<file path="src/rtl/spiking_pkg.sv">
// Shared types and helpers for the spiking systolic-array processing elements.
package spiking_pkg;

    typedef enum logic [0:0] {
        INTEG  = 1'b0,
        REFRAC = 1'b1
    } state_t;

    localparam int RESET_ZERO = 0;
    localparam int RESET_SUB  = 1;

    // Clamp a wide signed value into the signed range of a `width`-bit accumulator.
    function automatic logic signed [63:0] sat_acc(input logic signed [63:0] x, input int width);
        logic signed [63:0] hi;
        logic signed [63:0] lo;
        hi = (64'sd1 <<< (width - 1)) - 64'sd1;
        lo = -(64'sd1 <<< (width - 1));
        if (x > hi) begin
            return hi;
        end else if (x < lo) begin
            return lo;
        end
        return x;
    endfunction

endpackage

</file>
<file path="src/rtl/spiking_sat_add.sv">
// Signed saturating add/subtract: y = sat(a + b) or sat(a - b), clamped to WIDTH bits.
module spiking_sat_add
    import spiking_pkg::*;
#(
    parameter int WIDTH = 24
) (
    input  logic signed [WIDTH-1:0] a,
    input  logic signed [WIDTH-1:0] b,
    input  logic                    sub,
    output logic signed [WIDTH-1:0] y
);

    logic signed [63:0] wide;

    always_comb begin
        wide = sub ? (64'(a) - 64'(b)) : (64'(a) + 64'(b));
        y    = WIDTH'(sat_acc(wide, WIDTH));
    end

endmodule

</file>
<file path="src/rtl/lif_spiking_pe.sv">
// Leaky integrate-and-fire PE: integrates weighted row spikes, fires on timestep
// boundaries, and forwards row/column/step markers to its neighbours.
module lif_spiking_pe
    import spiking_pkg::*;
#(
    parameter int DATA_WIDTH   = 16,
    parameter int ACC_WIDTH    = 24,
    parameter int LEAK_SHIFT   = 4,
    parameter int REFRAC_STEPS = 2,
    parameter int RESET_MODE   = 0
) (
    input  logic                         clk,
    input  logic                         rstn,
    input  logic                         in_clear,
    input  logic                         in_step,
    input  logic signed [ACC_WIDTH-1:0]  threshold,
    input  logic                         in_row,
    input  logic signed [DATA_WIDTH-1:0] in_col,
    output logic                         out_row,
    output logic signed [DATA_WIDTH-1:0] out_col,
    output logic                         out_step,
    output logic                         out_spike,
    output logic signed [ACC_WIDTH-1:0]  out_potential,
    output logic                         out_refrac
);

    localparam int RC_W = (REFRAC_STEPS > 0) ? $clog2(REFRAC_STEPS + 1) : 1;

    state_t                        state_q, state_d;
    logic [RC_W-1:0]               rc_q, rc_d;
    logic signed [ACC_WIDTH-1:0]   v_q, v_d;
    logic                          spike_q, spike_d;
    logic                          row_q, row_d;
    logic signed [DATA_WIDTH-1:0]  col_q, col_d;
    logic                          step_q, step_d;

    logic signed [ACC_WIDTH-1:0]   col_ext;
    logic signed [ACC_WIDTH-1:0]   add_b;
    logic signed [ACC_WIDTH-1:0]   v_acc;
    logic signed [ACC_WIDTH-1:0]   v_leak;
    logic signed [ACC_WIDTH-1:0]   v_sub;

    assign col_ext = {{(ACC_WIDTH - DATA_WIDTH){in_col[DATA_WIDTH-1]}}, in_col};
    assign add_b   = in_row ? col_ext : '0;

    spiking_sat_add #(.WIDTH(ACC_WIDTH)) u_integrate (
        .a   (v_q),
        .b   (add_b),
        .sub (1'b0),
        .y   (v_acc)
    );

    // Leak only shrinks magnitude, so this difference cannot overflow.
    generate
        if (LEAK_SHIFT == 0) begin : g_no_leak
            assign v_leak = v_acc;
        end else begin : g_leak
            assign v_leak = v_acc - (v_acc >>> LEAK_SHIFT);
        end
    endgenerate

    spiking_sat_add #(.WIDTH(ACC_WIDTH)) u_subtract (
        .a   (v_leak),
        .b   (threshold),
        .sub (1'b1),
        .y   (v_sub)
    );

    always_comb begin
        // NOTE: every variable gets a default first so no path leaves it unassigned (no latches).
        row_d   = in_row;
        col_d   = in_col;
        step_d  = in_step;
        state_d = state_q;
        rc_d    = rc_q;
        v_d     = v_q;
        spike_d = 1'b0;

        if (in_clear) begin
            state_d = INTEG;
            rc_d    = '0;
            v_d     = '0;
        end else begin
            case (state_q)
                INTEG: begin
                    if (in_step) begin
                        if (v_leak >= threshold) begin
                            spike_d = 1'b1;
                            v_d     = (RESET_MODE == RESET_SUB) ? v_sub : '0;
                            if (REFRAC_STEPS > 0) begin
                                state_d = REFRAC;
                                rc_d    = RC_W'(REFRAC_STEPS);
                            end
                        end else begin
                            v_d = v_leak;
                        end
                    end else if (in_row) begin
                        v_d = v_acc;
                    end
                end
                REFRAC: begin
                    if (in_step) begin
                        rc_d = rc_q - RC_W'(1);
                        if (rc_q == RC_W'(1)) begin
                            state_d = INTEG;
                        end
                    end
                end
                default: state_d = INTEG;
            endcase
        end
    end

    always_ff @(posedge clk) begin
        // NOTE: sequential state uses non-blocking assignments so all flops update together.
        if (!rstn) begin
            row_q  <= 1'b0;
            col_q  <= '0;
            step_q <= 1'b0;
        end else begin
            row_q  <= row_d;
            col_q  <= col_d;
            step_q <= step_d;
        end
    end

    always_ff @(posedge clk) begin
        if (!rstn) begin
            state_q <= INTEG;
            rc_q    <= '0;
            v_q     <= '0;
            spike_q <= 1'b0;
        end else begin
            state_q <= state_d;
            rc_q    <= rc_d;
            v_q     <= v_d;
            spike_q <= spike_d;
        end
    end

    assign out_row       = row_q;
    assign out_col       = col_q;
    assign out_step      = step_q;
    assign out_spike     = spike_q;
    assign out_potential = v_q;
    assign out_refrac    = (state_q == REFRAC);

endmodule

</file>
<file path="config.mk">
export PLATFORM = sky130hd
export DESIGN_NAME = lif_spiking_pe
export DESIGN_NICKNAME = d
export VERILOG_FILES = /design/src/rtl/spiking_pkg.sv /design/src/rtl/spiking_sat_add.sv /design/src/rtl/lif_spiking_pe.sv
export SDC_FILE = /design/constraint.sdc
export NUM_CORES = 1
export LEC_CHECK = 0
export CORE_AREA = 5 5 140 142
export CTS_BUF_LIST = sky130_fd_sc_hd__clkbuf_4
export CTS_CLUSTER_SIZE = 12
export DETAILED_ROUTE_END_ITERATION = 12
export DIE_AREA = 0 0 145 147
export GPL_ROUTABILITY_DRIVEN = 0
export HOLD_SLACK_MARGIN = 0.15
export PLACE_DENSITY = 0.57
export SLEW_MARGIN = 30
export SYNTH_ARGS = -nofsm -noshare
export SYNTH_HDL_FRONTEND = slang
export SYNTH_SLANG_ARGS = --single-unit
</file>
<file path="constraint.sdc">
create_clock -name clk -period 8.65 [get_ports clk]
set_input_delay 1.73 -clock clk [delete_from_list [all_inputs] [get_ports clk]]
set_output_delay 1.73 -clock clk [all_outputs]
set_load 0.01 [all_outputs]
</file>
==> impl_metrics.json <==
{
  "syn_area_per_cell_um2": 7.639,
  "fmax_mhz": 119.3,
  "hp-class": "flip-flop to flip-flop",
  "timing.final.crit_share": 0.9692,
  "dieArea_um2": 21320,
  "status": "complete, no violations",
  "r2r-start": "out_potential[16]$_SDFFE_PP0P_",
  "hold_end": "rc_q[1]$_SDFFE_PP0P_",
  "rsz0062_at_grt": "no",
  "seq_area_um2": 920.9,
  "wl_per_cell_um": 15.40,
  "synth.distinct_cells": 88,
  "final_core_util": 0.4382,
  "drv_slew": 0,
  "port_buffers": 88,
  "nNetsFinal": 1062,
  "final_area_um2": 8033,
  "layout_min_cycle_time_ns": 8.383,
  "critPathBufInv": 3,
  "cts.sinks": 46,
  "num_rows": 50,
  "syn_area_um2": 5363,
  "cts_buffers": 5,
  "clk_latency_ns": 0.39,
  "chipWidth_um": 145,
  "antennaDiodeCount": 0,
  "crit_type": "input port to flip-flop",
  "drv_cap": 0,
  "firstDrtPassIters": 5,
  "yosysSeqAreaShare": 0.1717,
  "cts_tree": "built",
  "cp-start-kind": "input port",
  "required_ns": 8.97,
  "drtAntennaViolNets": 0,
  "drc": 0,
  "vias_per_cell": 5.023,
  "maxSlewHeadroom": 0.4081,
  "grt-ovfl-total": 0,
  "routed_wl_um": 18300,
  "hp-start": "rc_q[1]$_SDFFE_PP0P_",
  "synthCells": 702,
  "dp_cells": 1175,
  "drtIter0Drc": 347,
  "multi_input_area_um2": 4223,
  "cp_slowest_cell": "clkdlybuf4s50_1",
  "synth_warnings": 0,
  "syn_to_final_growth_pct": 49.79,
  "crit_arrival_ns": 8.70,
  "nFillCells": 1884,
  "r2r_slack_ns": 1.66,
  "path_max_fanout": 4,
  "hold_depth": 2,
  "initial_core_util": 0.2926,
  "setup_violations": 0,
  "place_area_um2": 7735,
  "hold_viol": 0,
  "io_pins": 89,
  "whs_ns": 0.4850,
  "ys.flop_type": "dfxtp_1",
  "die_h_um": 147,
  "final_cell_count_no_fill": 1188,
  "cp-end-kind": "flip-flop",
  "r2r_end": "out_potential[0]$_SDFFE_PP0P_",
  "dp_hpwl_um": 15030,
  "antenna_found_initial": 0,
  "async_reset_ff_frac": 0,
  "crit_start": "in_col[4]",
  "design.core.area_um2": 18330,
  "synth-edff-count": 0,
  "drive_above_1_share": 0.2788,
  "grt_pass1_vias": 5880,
  "cts.reportedPaths.clkPinSlew_ns": 0.15,
  "grt_pass1_wl_um": 29260,
  "finalClockSkew_ns": 0.01170,
  "ff2ff_path_depth": 35,
  "synth-seq-cells": 46,
  "synth_fp_nets": 811,
  "h-tree-depth": 2,
  "cpLargestDelayFamily": "compound AO/OA/AOI/OAI gates",
  "root_buffer": "clkbuf_4",
  "critPathMostFrequentCell": "a21o_1",
  "grt_max_degree": 24,
  "cp_slowest_stage_delay_ns": 0.42,
  "grt.total_usage": 0.1630,
  "vias": 5967,
  "clockBufferDepth": 2,
  "worst_pin_slew_ns": 0.8846
}
layout make-up:
type	count	share of cell area
Clock buffer	5	0.004673
Clock inverter	3	0.005452
Inverter	58	0.02773
Multi-Input combinational cell	572	0.5257
Sequential cell	46	0.1146
Tap cell	234	0.03645
Timing Repair Buffer	270	0.2854
stage by stage:
stage / setup WS [ns] / TNS [ns]
after floorplan: 0.04087 / 0
after global placement: -0.4204 / -6.470
after detailed placement: -0.5049 / -9.062
after CTS: 0.01179 / 0
after global routing: 0.002955 / 0
final: 0.2666 / 0
worst reg2reg max path: cells and delay by family, from the launching register on:
| kind | cells | cell delay, ns |
|---|---|---|
| AO/OA/AOI/OAI | 18 | 3.20 |
| AND/OR/NAND/NOR | 12 | 2.30 |
| adder cells (fa/ha/maj) | 2 | 0.57 |
| flip-flops | 1 | 0.49 |
| buffers and inverters | 3 | 0.39 |
routing by layer:
layer  track usage  vias up  wire length (µm)
met5             0        -                 0
met4       0.02919        0               315
met3       0.02745       20               786
met2        0.2911      131              8926
met1        0.2079     2776              8272
li1              -     3040                 -
cells by family after synthesis:
kind of cell	Yosys count	synth area share
compound gates	238	0.3050
simple gates	220	0.2184
buf+inv	84	0.07046
fa+ha+maj	70	0.1622
flops	46	0.1717
xor+xnor	42	0.06860
mux	2	0.003733
synthesized netlist by cell type (6+ instances only):
library cell  instances  area [µm²]
ha_1                 63       788.3
and2_2                6       45.04
nand2b_1              6       37.54
a31oi_1               6       37.54
and2_1               34       212.7
xnor2_1              27       236.5
a21oi_1              59       295.3
o21ai_0              52       260.3
dfxtp_1              46       920.9
a221oi_1             10       87.58
nand3_1               6       30.03
o21a_1               12       90.09
a21o_1               33       247.7
nor3_1               17       85.08
nor2_1               58       217.7
nand2_1              38       142.6
inv_1                55       206.5
xor2_1               15       131.4
clkbuf_1             14       52.55
nand4_1              11       68.82
nor2b_1               6       37.54
a22oi_1               6       45.04
worst max path at each step:
stage,slack [ns],endpoint,cells after the start
after floorplan,0.04,out_potential[20]$_SDFFE_PP0P_,37
after global placement,-0.42,out_potential[0]$_SDFFE_PP0P_,36
after detailed placement,-0.50,out_potential[0]$_SDFFE_PP0P_,38
after CTS,0.01,out_potential[0]$_SDFFE_PP0P_,38
after global routing,0.003,out_potential[0]$_SDFFE_PP0P_,37
final,0.27,out_potential[0]$_SDFFE_PP0P_,37
repair_timing:
action,CTS,global route
buffers inserted,1,3
cloned,0,1
endpoints found under the setup margin,2,28
pin swaps,3,11
hold buffers,0,0
gates resized for setup,6,38
sequential cells by signal, summed over array words and instances, names as in the netlist:
signal / flops
rc_q: 2
out_potential: 24
out_refrac: 1
out_spike: 1
out_step: 1
out_col: 16
out_row: 1
cell usage in the layout, fill, tap and decap left out, types with 4 or more instances in the layout:
master             n
nand2b_1           6
o21ai_0           45
maj3_1             5
o21ai_1           10
dfxtp_1           46
nand2_1           35
and3_1             5
nor2_1            54
nand3_1            6
nor3_1            17
and2_1            33
a211oi_1           4
a21oi_2            8
xor2_1            15
and2_2             6
o211ai_1           5
nand4_1           11
a221oi_1          10
a31oi_1            5
xnor2_1           27
nor2b_1            6
buf_4            179
a22oi_1            6
inv_1             54
a211oi_2           4
clkdlybuf4s50_1   87
clkbuf_4           5
a21o_1            33
ha_1              61
nand2_2            5
a21oi_1           51
o21a_1            12
Power is left out: the tool's default activity adds up to more than one toggle a clock period on the data nets, which glitch-free logic cannot reach.
